**src/rtl/fifo_wr_arbiter_if.sv**
```systemverilog
// Write-side bundle between NUM_REQ requesters and a single FIFO write port.
// Carries requests, per-requester data/last, the FIFO full flag and grant results.
// The slave modport is the arbiter; the master modport is the requester/FIFO side.
interface fifo_wr_arbiter_if #(
    parameter int NUM_REQ    = 4,
    parameter int DATA_WIDTH = 32
);
    logic [NUM_REQ-1:0]            req;
    logic [NUM_REQ*DATA_WIDTH-1:0] req_data;
    logic [NUM_REQ-1:0]            req_last;
    logic                          wfull;
    logic [NUM_REQ-1:0]            gnt;
    logic                          winc;
    logic [DATA_WIDTH-1:0]         wdata;
    logic                          locked;

    modport master (
        output req, req_data, req_last, wfull,
        input  gnt, winc, wdata, locked
    );

    modport slave (
        input  req, req_data, req_last, wfull,
        output gnt, winc, wdata, locked
    );
endinterface

```
**src/rtl/fifo_wr_arbiter.sv**
```systemverilog
// Round-robin arbiter muxing NUM_REQ writers onto one FIFO write port; optional burst lock (macro ARB_LOCK_EN).
// Latency: zero -- gnt/winc/wdata are combinational from req, wfull and registered pointer/lock state.
// Backpressure: wfull=1 suppresses every grant and freezes pointer, lock state and beat counter.
module fifo_wr_arbiter #(
    parameter int NUM_REQ    = 4,
    parameter int DATA_WIDTH = 32,
    parameter int MAX_BURST  = 4
) (
    input  logic             wclk,
    input  logic             wrst,
    fifo_wr_arbiter_if.slave bus
);
    localparam int PTR_W = (NUM_REQ > 1) ? $clog2(NUM_REQ) : 1;

    logic [PTR_W-1:0] rr_ptr_q;
    logic             sel_vld;
    logic [PTR_W-1:0] sel_idx;

    // Index following i in round-robin order, wrapping NUM_REQ-1 back to 0.
    function automatic logic [PTR_W-1:0] ptr_after(input logic [PTR_W-1:0] i);
        return (int'(i) == NUM_REQ - 1) ? '0 : i + 1'b1;
    endfunction

`ifdef ARB_LOCK_EN
    localparam int BEAT_W = $clog2(MAX_BURST + 1);

    typedef enum logic {
        ARB  = 1'b0,
        LOCK = 1'b1
    } state_t;

    state_t            state_q;
    logic [PTR_W-1:0]  owner_q;
    logic [BEAT_W-1:0] beat_cnt_q;
`else
    // Without burst locking every grant is single-beat, so req_last carries no meaning.
    logic unused_req_last;
    assign unused_req_last = ^bus.req_last;
`endif

    // Pick the winner: the lock owner while locked, else first requester at or above rr_ptr.
    always_comb begin
        int idx;
        sel_vld = 1'b0;
        sel_idx = '0;
        idx     = 0;
        if (!wrst && !bus.wfull) begin
`ifdef ARB_LOCK_EN
            if (state_q == LOCK) begin
                if (bus.req[owner_q]) begin
                    sel_vld = 1'b1;
                    sel_idx = owner_q;
                end
            end else
`endif
            begin
                for (int k = 0; k < NUM_REQ; k++) begin
                    idx = int'(rr_ptr_q) + k;
                    if (idx >= NUM_REQ) idx = idx - NUM_REQ;
                    if (!sel_vld && bus.req[idx]) begin
                        sel_vld = 1'b1;
                        sel_idx = PTR_W'(idx);
                    end
                end
            end
        end
    end

    // Drive the FIFO write port and one-hot grant from the selected requester.
    always_comb begin
        bus.gnt   = '0;
        bus.winc  = sel_vld;
        bus.wdata = '0;
        if (sel_vld) begin
            bus.gnt[sel_idx] = 1'b1;
            bus.wdata        = bus.req_data[int'(sel_idx)*DATA_WIDTH +: DATA_WIDTH];
        end
    end

`ifdef ARB_LOCK_EN
    assign bus.locked = !wrst && (state_q == LOCK);

    // Lock FSM: open a burst on a non-last ARB grant, close it on last beat or MAX_BURST.
    always_ff @(posedge wclk or posedge wrst) begin
        if (wrst) begin
            state_q    <= ARB;
            rr_ptr_q   <= '0;
            owner_q    <= '0;
            beat_cnt_q <= '0;
        end else if (sel_vld) begin
            if (state_q == ARB) begin
                if (!bus.req_last[sel_idx] && (MAX_BURST > 1)) begin
                    state_q    <= LOCK;
                    owner_q    <= sel_idx;
                    beat_cnt_q <= BEAT_W'(1);
                end else begin
                    rr_ptr_q <= ptr_after(sel_idx);
                end
            end else begin
                if (bus.req_last[owner_q] || (int'(beat_cnt_q) + 1 == MAX_BURST)) begin
                    state_q    <= ARB;
                    beat_cnt_q <= '0;
                    rr_ptr_q   <= ptr_after(owner_q);
                end else begin
                    beat_cnt_q <= beat_cnt_q + 1'b1;
                end
            end
        end
    end
`else
    assign bus.locked = 1'b0;

    // Every grant ends arbitration: advance the pointer past the winner.
    always_ff @(posedge wclk or posedge wrst) begin
        if (wrst) begin
            rr_ptr_q <= '0;
        end else if (sel_vld) begin
            rr_ptr_q <= ptr_after(sel_idx);
        end
    end
`endif
endmodule

```
**src/flat_wrapper.sv**
```systemverilog
// flat-port wrapper written by rule: the top's interface ports become plain ports
module fifo_wr_arbiter_flat 
#(
    parameter int NUM_REQ    = 4,
    parameter int DATA_WIDTH = 32,
    parameter int MAX_BURST  = 4
)
  (wclk, wrst, bus_req, bus_req_data, bus_req_last, bus_wfull, bus_gnt, bus_winc, bus_wdata, bus_locked);
  fifo_wr_arbiter_if #(.NUM_REQ(NUM_REQ), .DATA_WIDTH(DATA_WIDTH)) bus_i ();
  input  logic wclk;
  input  logic wrst;
  input wire logic [$bits(bus_i.req)-1:0] bus_req;
  input wire logic [$bits(bus_i.req_data)-1:0] bus_req_data;
  input wire logic [$bits(bus_i.req_last)-1:0] bus_req_last;
  input wire logic [$bits(bus_i.wfull)-1:0] bus_wfull;
  output wire logic [$bits(bus_i.gnt)-1:0] bus_gnt;
  output wire logic [$bits(bus_i.winc)-1:0] bus_winc;
  output wire logic [$bits(bus_i.wdata)-1:0] bus_wdata;
  output wire logic [$bits(bus_i.locked)-1:0] bus_locked;
  assign bus_i.req = bus_req;
  assign bus_i.req_data = bus_req_data;
  assign bus_i.req_last = bus_req_last;
  assign bus_i.wfull = bus_wfull;
  assign bus_gnt = bus_i.gnt;
  assign bus_winc = bus_i.winc;
  assign bus_wdata = bus_i.wdata;
  assign bus_locked = bus_i.locked;
  fifo_wr_arbiter #(.NUM_REQ(NUM_REQ), .DATA_WIDTH(DATA_WIDTH), .MAX_BURST(MAX_BURST)) u_core (.wclk(wclk), .wrst(wrst), .bus(bus_i));
endmodule
```
**config.mk**
```make
export PLATFORM = sky130hd
export DESIGN_NAME = fifo_wr_arbiter_flat
export DESIGN_NICKNAME = d
export VERILOG_FILES = /design/src/rtl/fifo_wr_arbiter_if.sv /design/src/rtl/fifo_wr_arbiter.sv /design/src/flat_wrapper.sv
export SDC_FILE = /design/constraint.sdc
export NUM_CORES = 1
export LEC_CHECK = 0
export CAP_MARGIN = 20
export CORE_MARGIN = 2
export CORE_UTILIZATION = 27
export CTS_CLUSTER_DIAMETER = 150
export DETAILED_ROUTE_END_ITERATION = 10
export PLACE_DENSITY = 0.87
export RECOVER_POWER = 25
export SETUP_SLACK_MARGIN = 0.15
export SLEW_MARGIN = 15
export SYNTH_ARGS = -nofsm -noshare
export SYNTH_HDL_FRONTEND = slang
export SYNTH_SLANG_ARGS = --single-unit
```
**constraint.sdc**
```tcl
create_clock -name wclk -period 6.8 [get_ports wclk]
set_input_delay 1.36 -clock wclk [delete_from_list [all_inputs] [get_ports wclk]]
set_output_delay 1.36 -clock wclk [all_outputs]
set_load 0.01 [all_outputs]
```
==> results of run 1 <==
Yosys cell counts, drive strengths merged:
cell,count
nor2b,1
and4bb,1
ha,4
o211ai,1
a211o,1
mux2i,33
o21ai,1
a21oi,3
nor4,1
a221oi,32
nand2,4
nor2,7
buf,16
nor4bb,1
nor3,1
nand3b,1
clkbuf,7
nand2b,2
or3,1
inv,4
o311a,1
conb,1
dfrtp,2
and2,4
a211oi,32
o21bai,1
power by group through the flow:
stage	Sequential, mW	Combinational (mW)	Clock [mW]
after global routing	0.0188	0.266	0.0481
after CTS	0.0183	0.249	0.0475
after floorplan	0.0160	0.126	0
final	0.0184	0.246	0.0459
after detailed placement	0.0184	0.248	0
after global placement	0.0183	0.243	0
routing by layer:
metal	global-route usage	part of all wire	vias to the layer above
li1	-	-	996
met1	0.212	0.38	952
met2	0.410	0.53	101
met3	0.0312	0.088	2
met4	0.0545	0.0050	0
met5	0	0	-
final cells by class:
type,instances,area share
Clock buffer,3,0.0134
Timing Repair Buffer,178,0.573
Sequential cell,2,0.0163
Tap cell,67,0.0273
Inverter,4,0.00488
Multi-Input combinational cell,134,0.365
worst min path at each step:
| stage | end | cells after the start | startpoint |
|---|---|---|---|
| floorplan | u_core.rr_ptr_q[0] | 2 | u_core.rr_ptr_q[0] |
| global placement | u_core.rr_ptr_q[0] | 2 | u_core.rr_ptr_q[0] |
| detailed placement | u_core.rr_ptr_q[0] | 2 | u_core.rr_ptr_q[0] |
| CTS | u_core.rr_ptr_q[0] | 2 | u_core.rr_ptr_q[0] |
| global route | u_core.rr_ptr_q[0] | 2 | u_core.rr_ptr_q[0] |
| finish | u_core.rr_ptr_q[0] | 2 | u_core.rr_ptr_q[0] |
worst reg2reg max path, cell delays in order, from the launching register on:
cell      delay, ns
dfrtp_1        0.41
nand2b_1       0.10
o311a_1        0.13
o211ai_1       0.62
buf_4          0.40
inv_1          0.11
ha_1           0.28
nand2_1        0.06
nand2_1        0.06
metrics by stage:
step / util / setup slack (ns)
floorplan: - / 2.55
global placement: 0.643 / 1.01
detailed placement: 0.643 / 0.925
CTS: 0.652 / 0.910
global route: 0.651 / 0.442
finish: 0.651 / 0.718
kinds of logic after synthesis:
| group | Yosys count | synth area share |
|---|---|---|
| mux | 33 | 0.249 |
| fa+ha+maj | 4 | 0.0377 |
| other cells | 1 | 0.00283 |
| compound gates | 72 | 0.438 |
| simple gates | 24 | 0.115 |
| buf+inv | 27 | 0.120 |
| flops | 2 | 0.0377 |
==> results by group, run 1 <==
Drt
  – Routed WL per cell: 15.5 um
  – Via count: 2051
  – DRT antenna net count: 0
  – Router iterations before antenna repair: 4
  – Drt drc: 0
  – Drt via density: 5.29
  – Routed Wire Length: 6020 um
  – 1st-iter DRT viols: 104

Worst setup path
  – Worst r2r dst: u_core.rr_ptr_q[1]
  – Worst path buffer plus inverter count: 4
  – CP delay by family, top: buffers and inverters
  – Setup crit start kind: primary input
  – R2R Path Start: u_core.rr_ptr_q[0]
  – Most frequent CP cell: dlygate4sd3_1
  – WP data required: 5.44 ns
  – Critical Path End: bus_gnt[3]
  – Crit end category: output pin
  – Critical Path AT: 4.72 ns
  – Stages on the worst setup path: 7
  – Crit path max fanout: 34
  – Slowest CP cell: clkbuf_1
  – CP peak stage delay: 1.17 ns
  – Cell chain of the critical path: dlygate4sd3_1 -> nor2_1 -> a211o_1 -> clkbuf_1 -> inv_1 -> and2_1 -> dlygate4sd3_1
  – Reg2reg setup slack: 4.51 ns
  – R2r worst-path depth: 8
  – Crit path kind: in -> out
  – Crit. Startpoint: bus_req[3]

Clocking
  – Post-CTS Hold Buffers: 0
  – Clock sink total: 2
  – Post-CTS setup buffer count: 0
  – CTS buffer count: 3
  – CTS root buf: clkbuf_8
  – Post-CTS resize count: 0
  – H-Tree Depth: 1
  – Clock latency on the worst-skew pair: 0.21 ns
  – Worst-path clk slew: 0.03 ns
  – CTS tree: done
  – Clock Path Buffers: 2

Outcome
  – Violated checks: capacitance limit, slew limit
  – Status: finished, violations left

Global routing
  – Antenna violations before repair: 0
  – Total gr overflow: 0
  – First-pass GRT wire length: 8940 um
  – Vias in the first global route: 2072
  – GR Util All Layers: 0.202
  – Pin count of the biggest net entering global routing: 35

Place
  – Detail Placement HPWL: 4790 um
  – Placed Area: 0.00304 mm2
  – Placed Cells: 385
  – Gpl congestion: 0.750
  – PortBufs: 171

Timing
  – F_max: 164 MHz
  – Final hold slack: 0.611 ns
  – Tcrit/Tclk final: 0.894
  – Setup Viol. Count Final: 0
  – Final hold vios: 0
  – Unrepaired setup endpoints after global routing: false
  – Setup TNS: 0 ns
  – Final max-slew violation count: 35
  – Slew headroom: -0.0522
  – Slew @ Worst Pin: 1.58 ns
  – Tmin final: 6.08 ns
  – Setup Skew: 0.00154 ns

Worst hold path
  – Class of the worst hold path: reg -> reg

Layout
  – Multi-input gate area: 0.00112 mm2
  – Most flops, register: u_core.rr_ptr_q
  – FF/Latch Area: 50.0 um2
  – Fillers: 397
  – Layout cells sized above 1: 0.0405
  – Final Instance Area: 0.00307 mm2
  – Nets: 466
  – # diodes: 0
  – Layout Cells excl Fill: 388
  – Top flop regs: u_core.rr_ptr_q (2)
  – Area grow syn2layout: 132%
  – Commonest non-fill, non-tap cell in the layout: clkdlybuf4s50_1
  – Largest register FFs: 2
  – Most frequent cells in the layout: 166 x clkdlybuf4s50_1, 33 x mux2i_1, 32 x a211oi_1

Logic synthesis
  – Syn Area/Cell: 8.14 um2
  – Seq/Total Area, Yosys: 0.0377
  – Syn nets: 306
  – Synth top area share: 0.249
  – Top post-synthesis cells by area: mux2i_1 25%, a221oi_1 20%, a211oi_1 18%, dfrtp_1 3.8%, ha_1 3.8%
  – Yosys top cell by area: mux2i_1
  – Cells after Synth: 163
  – Seq cells post-synth: 2
  – Library cells used by synthesis: 31
  – Yosys warnings: 0
  – Synthesized area: 0.00133 mm2

Power
  – Switching pwr: 0.115 mW
  – Pwr Density: 101 mW/mm2
  – Logic pwr share: 0.793
  – Reg power frac: 0.059
  – Peak VDD IR: 0.0596 mV
  – Tot Pwr: 0.310 mW
  – Leak Pwr: 1.20 nW
  – Cell-internal power: 0.196 mW
  – Clk pwr share: 0.148
  – Switching Share: 0.370

Die
  – FP Rows: 25
  – Chip height: 74.1 um
  – DIE WIDTH: 74.1 um
  – Starting Density: 0.281
  – IO Pins: 177
  – Core area: 0.00472 mm2
  – Die ar.: 0.00549 mm2

Flow run
  – Max-cap violations: 1
Power figures use the tool's default switching activity.
==> run 2: changes to the inputs <==
Settings changed: ABC_AREA set to 1, CORE_UTILIZATION 27 to 35, PLACE_DENSITY 0.87 to 0.95.
==> run 2 against run 1 <==
Compared with the run above:
- the run now ends clean
- cell area up 20%
- clock power up 6.1%
- hold slack better by 0.14 ns
- via count up 51%
- sequential power up 63%
- global-route usage up 2.9 points
- largest power group unchanged
- highest routed layer unchanged
==> results by group, run 2 <==
Outcome
  – Status: complete, no violations

Drt
  – Drt via density: 4.70 (-11%)
  – Routed Wire Length: 7760 um (+29%)
  – Drt drc: 0 (unchanged)
  – Router iterations before antenna repair: 4 (unchanged)
  – 1st-iter DRT viols: 129 (+24%)
  – DRT antenna net count: 0 (unchanged)
  – Routed WL per cell: 11.8 um (-24%)
  – Via count: 3088 (+51%)

Layout
  – Area grow syn2layout: 81.1%
  – Most flops, register: u_core.rr_ptr_q
  – # diodes: 0 (unchanged)
  – Layout Cells excl Fill: 657 (+69%)
  – Commonest non-fill, non-tap cell in the layout: clkdlybuf4s50_1
  – Largest register FFs: 2 (unchanged)
  – Nets: 730 (+57%)
  – Top flop regs: u_core.rr_ptr_q (2)
  – Most frequent cells in the layout: 165 x clkdlybuf4s50_1, 162 x nand2_1, 83 x nor2_1
  – Fillers: 496 (+25%)
  – Layout cells sized above 1: 0.0667 (+0.0262)
  – Final core occ: 0.664 (+0.0129)

Clocking
  – CTS tree: done
  – Worst-path clk slew: 0.03 ns (about the same)
  – Clock sink total: 2 (unchanged)
  – Clock latency on the worst-skew pair: 0.22 ns (about the same)
  – Post-CTS setup buffer count: 0 (unchanged)
  – CTS buffer count: 3 (unchanged)
  – Post-CTS Hold Buffers: 0 (unchanged)
  – Clock Path Buffers: 2 (unchanged)
  – Post-CTS resize count: 0 (unchanged)
  – H-Tree Depth: 1 (unchanged)
  – CTS root buf: clkbuf_8

Die
  – Die ar.: 0.00643 mm2 (+17%)
  – FP Rows: 27 (+8.0%)
  – Chip height: 80.2 um (+8.2%)
  – IO Pins: 177 (unchanged)
  – Core area: 0.00554 mm2 (+17%)
  – Starting Density: 0.367 (+0.0857)
  – DIE WIDTH: 80.2 um (+8.2%)

Power
  – Leak Pwr: 1.86 nW (+55%)
  – Tot Pwr: 0.805 mW (+160%)
  – Pwr Density: 219 mW/mm2 (+120%)
  – Peak VDD IR: 0.173 mV (+190%)

Logic synthesis
  – Post-synthesis async set-or-reset flop share: 1.00 (unchanged)
  – Most frequent cell after synthesis: nand2_1
  – EDFF count, synth: 0 (unchanged)
  – Top FF cell, synth: dfrtp_1
  – Synth top area share: 0.299 (+0.0504)
  – Synthesized area: 0.00203 mm2 (+53%)
  – Yosys warnings: 0 (unchanged)
  – Library cells used by synthesis: 22 (-29%)
  – Seq cells post-synth: 2 (unchanged)
  – Top post-synthesis cells by area: nand2_1 30%, nand3_1 18%, nor2_1 15%, inv_1 8.9%, nor2_2 6.2%
  – Yosys top cell by area: nand2_1
  – Cells after Synth: 437 (+170%)
  – Synth cell count leaders: 162 x nand2_1, 83 x nor2_1, 72 x nand3_1, 48 x inv_1, 20 x nor2_2
  – Syn nets: 580 (+90%)
  – Seq/Total Area, Yosys: 0.0246 (-0.0131)
  – Syn Area/Cell: 4.65 um2 (-43%)

Global routing
  – GR Util All Layers: 0.231 (+0.0288)
  – Antenna violations before repair: 0 (unchanged)
  – Pin count of the biggest net entering global routing: 100 (+190%)
  – Vias in the first global route: 2991 (+44%)
  – Total gr overflow: 0 (unchanged)
  – First-pass GRT wire length: 12100 um (+35%)

Place
  – Gpl congestion: 0.887 (+18%)
  – PortBufs: 171 (unchanged)
  – Placed Cells: 654 (+70%)
  – Detail Placement HPWL: 5720 um (+19%)

Timing
  – Setup TNS: 0 ns (unchanged)
  – Tmin final: 5.98 ns (-0.0990 ns)
  – F_max: 167 MHz (+1.7%)
  – Slew headroom: 0.154 (+0.206)
  – Setup Viol. Count Final: 0 (unchanged)
  – Unrepaired setup endpoints after global routing: false
  – Setup Skew: 0.000299 ns (-0.00124 ns)
  – Final hold vios: 0 (unchanged)
  – Slew @ Worst Pin: 1.27 ns (-0.309 ns)
  – Tcrit/Tclk final: 0.880 (-0.0146)
  – Final max-slew violation count: 0 (-100%)

Worst setup path
  – Crit path max fanout: 67 (+97%)
  – Crit path kind: in -> out
  – Critical Path AT: 4.62 ns (-0.10 ns)
  – R2r worst-path depth: 13 (+5)
  – WP data required: 5.44 ns (about the same)
  – Setup crit start kind: primary input
  – Crit end category: output pin

Worst hold path
  – Class of the worst hold path: reg -> reg
  – Worst Hold Depth: 2 (unchanged)

Flow run
  – Max-cap violations: 0 (-1)
-- run 2: changes by cell type after synthesis, sizes merged, moves of 2 or more --
cell / change
nand2: +167
mux2i: -33
and2: -4
a221oi: -32
clkbuf: -7
inv: +47
a211oi: -32
a21oi: -2
buf: +12
nand3: +73
nand2b: -2
nor2: +97
-- run 2: cells by family after synthesis --
| logic type | synth area share |
|---|---|
| buffers and inverters | 0.200 |
| adder cells (fa/ha/maj) | 0.0246 |
| AND/OR/NAND/NOR | 0.742 |
| other | 0.00185 |
| AO/OA/AOI/OAI | 0.00739 |
| flip-flops | 0.0246 |
-- run 2: through the flow --
stage / setup WS, ns / hold WS (ns) / cell area, um2
2_1_floorplan: 2.79 / 0.645 / 2030
3_3_place_gp: 1.19 / 0.699 / 3640
3_5_place_dp: 1.07 / 0.732 / 3640
4_1_cts: 1.04 / 0.736 / 3680
5_1_grt: 0.521 / 0.776 / 3680
6_report: 0.817 / 0.751 / 3680
-- run 2: path summary, 6_finish.rpt --
path / slack (ns) / endpoint / startpoint
max reg2reg: 3.93 / u_core.rr_ptr_q[1] / u_core.rr_ptr_q[0]
max: 0.82 / bus_wdata[13] / bus_req[0]
min in group asynchronous: 1.46 / u_core.rr_ptr_q[1] / wrst
min reg2reg: 0.75 / u_core.rr_ptr_q[1] / u_core.rr_ptr_q[1]
min: 0.75 / u_core.rr_ptr_q[1] / u_core.rr_ptr_q[1]
max in group asynchronous: 5.23 / u_core.rr_ptr_q[0] / wrst
-- run 2: report_power, final --
group / switching, mW / internal [mW] / total, mW
combinational: 0.443 / 0.283 / 0.726
clock: 0.0111 / 0.0376 / 0.0487
sequential: 0.0127 / 0.0173 / 0.0300
total: 0.467 / 0.338 / 0.805
-- run 2: worst max-delay path, stage by stage --
cell and delay [ns]:
clkdlybuf4s50_1 0.50, inv_1 0.08, nand2_1 0.09, nand3_1 0.11
nand2_2 0.11, nor2_4 0.05, nand3_2 0.07, nand2_4 0.08
inv_4 0.09, clkbuf_2 0.93, nand3_1 0.16, nand3_1 0.15
nand2_1 0.06, nor2_1 0.15, clkdlybuf4s50_1 0.59
-- run 2: final cells by class --
| type | instances | area [um2] | area share |
|---|---|---|---|
| sequential | 2 | 50.0 | 0.0136 |
| clock buffer | 3 | 41.3 | 0.0112 |
| timing repair buffer | 173 | 1720 | 0.469 |
| tap | 72 | 90.1 | 0.0245 |
| inverter | 51 | 196 | 0.0534 |
| multi-input combinational | 356 | 1580 | 0.428 |
-- run 2: per-layer routing --
metal	GRT usage	share of wire	vias up
li1	-	-	1605
met1	0.223	0.37	1319
met2	0.449	0.50	142
met3	0.0573	0.099	22
met4	0.112	0.035	0
met5	0	0	-
==> RTL edit: new RTL, settings of run 2 <==
The option `ARB_LOCK_EN` is turned on by a define.
--- a/src/rtl/fifo_wr_arbiter.sv
+++ b/src/rtl/fifo_wr_arbiter.sv
@@ -1,6 +1,8 @@
 // Round-robin arbiter muxing NUM_REQ writers onto one FIFO write port; optional burst lock (macro ARB_LOCK_EN).
 // Latency: zero -- gnt/winc/wdata are combinational from req, wfull and registered pointer/lock state.
 // Backpressure: wfull=1 suppresses every grant and freezes pointer, lock state and beat counter.
+`define ARB_LOCK_EN
+
 module fifo_wr_arbiter #(
     parameter int NUM_REQ    = 4,
     parameter int DATA_WIDTH = 32,
Behaviour: not the same (a bounded check fails within 4 cycles, from zero or initial values and one cycle with wrst high).
==> RTL edit against run 2 <==
Via count shrank 7.1%. Setup slack gained 21 ps. Area after synthesis grew 4.4%. First-iteration DRC count shrank 12%. Critical path depth is the same. Register-to-register slack lost 20 ps. Total power grew 5.8%. Final area grew 5.2%. Worst hold slack lost 240 ps. Cell count shrank 17%. Sequential cell count grew 6. Wire length grew 16%.
==> RTL edit: results (changes against run 2) <==
The run finished with clean final reports. Cell types with the highest counts after synthesis: 59 x sky130_fd_sc_hd__nand2_1, 44 x sky130_fd_sc_hd__nor2_1, 34 x sky130_fd_sc_hd__o21ai_1 (was 162 x sky130_fd_sc_hd__nand2_1, 83 x sky130_fd_sc_hd__nor2_1, 72 x sky130_fd_sc_hd__nand3_1). The met1 layer wirelength in the final routing came out at 3360 um (was 2870 um). The tools report the placer's final routability congestion estimate as 0.960 (was 0.887).

The sum of routed wire length over all layers came out at 9040 um (was 7760 um). Launching element of the worst setup path: bus_req[1] (was bus_req[0]). The run gives 0.000187 V (was 0.000173 V) as the worst vdd rail ir drop.

The tools report the distinct cell type count after synthesis as 31 (was 22). The fraction of layout cells with a size suffix above 1 was 19.8% (was 6.67%). The run gives 2,869 (was 3,088) as the vias after detailed routing. The tools report the startpoint of the tightest hold check path as u_core.beat_cnt_q[2] (was u_core.rr_ptr_q[1]).

The total half-perimeter wirelength after legalization and detailed placement came out at 7310 um (was 5720 um). The number of DRC markers after the initial detailed-route iteration was 114 (was 129). The maximum fanout count along the critical path works out to 33 (was 67). Dominant cells by area after synthesis: sky130_fd_sc_hd__a22oi_2 17%, sky130_fd_sc_hd__o21ai_2 12%, sky130_fd_sc_hd__nand2_1 10% (was sky130_fd_sc_hd__nand2_1 30%, sky130_fd_sc_hd__nand3_1 18%, sky130_fd_sc_hd__nor2_1 15%). The tools report the endpoint of the worst setup timing path as bus_wdata[31] (was bus_wdata[13]). Largest registers: u_core.beat_cnt_q (3), u_core.owner_q (2), u_core.rr_ptr_q (2) (was u_core.rr_ptr_q (2)). The pin slew with the least headroom to its limit was 667 ps (was 1270 ps). For the met3 layer wire length in the routed design, the log shows 790 um (was 765 um).

The terminus of the critical flop-to-flop path is u_core.owner_q[1] (was u_core.rr_ptr_q[1]). The sequential fraction of the synthesis area is 9.44% (was 2.46%). The reported leakage power came out at 1.53 nW (was 1.86 nW). The worst endpoint data arrival time is 4600 ps (was 4620 ps), and the final net count is 615 (was 730). The number of buffers added on ports was 176 (was 171).

The worst reg-to-reg path cell count is 18 (was 13), and the worst clock skew is 4.04 ps (was 0.299 ps). The tools report the met2 wire length as 4710 um (was 3850 um). The post-route clock period utilization is 87.7% (was 88.0%). The run gives 12,800 um (was 12,100 um) as the wire length of the first global-routing pass. The top cell family by delay on the critical path is simple AND/OR/NAND/NOR gates (was buffers and inverters). Net count after synthesis: 449 (was 580).
[RTL edit: layout make-up]
type,count,area [um2]
tap,75,93.8
multi-input combinational,260,1670
sequential,8,200
clock buffer,3,41.3
inverter,20,77.6
timing repair buffer,179,1780
fill,501,2020
[RTL edit: logic make-up (layout without fill, tap and decap cells)]
logic type      after synthesis  count (layout)  share of synthesized area, %
simple gates                144             144                          34.0
compound gates              111             111                          42.4
buf+inv                      38             202                          11.4
flops                         8               8                          9.44
fa+ha+maj                     4               4                          2.36
xor+xnor                      1               1                         0.413
[RTL edit: worst min-delay path by stage]
| stage | cells past startpoint | endpoint | slack [ps] |
|---|---|---|---|
| finish | 2 | u_core.beat_cnt_q[2] | 510 |
| global route | 2 | u_core.beat_cnt_q[2] | 530 |
| CTS | 2 | u_core.beat_cnt_q[2] | 510 |
| detailed placement | 2 | u_core.beat_cnt_q[2] | 500 |
| global placement | 2 | u_core.beat_cnt_q[2] | 500 |
| floorplan | 2 | u_core.beat_cnt_q[2] | 480 |
[RTL edit: where the power goes]
| group | leakage [nW] | internal, mW | total [mW] | switching (mW) |
|---|---|---|---|---|
| sequential | 0.104 | 0.0671 | 0.104 | 0.0368 |
| clock | 0.0216 | 0.0384 | 0.0576 | 0.0192 |
| combinational | 1.41 | 0.310 | 0.690 | 0.380 |
[RTL edit: per-stage QoR]
step	power (mW)	area (um2)	cells	hold WS, ps	utilization (%)
finish	0.852	3870	545	510	65.7
floorplan	0.539	2120	306	482	-
CTS	0.856	3870	545	514	65.8
detailed placement	0.795	3830	542	503	65.1
global route	0.926	3870	545	534	65.7
global placement	0.774	3830	542	497	65.1
[RTL edit: layer usage]
metal | up-vias | global-route usage (%)
li1 | 1388 | -
met1 | 1321 | 27.7
met2 | 142 | 44.4
met3 | 18 | 5.38
met4 | 0 | 6.50
met5 | - | 0
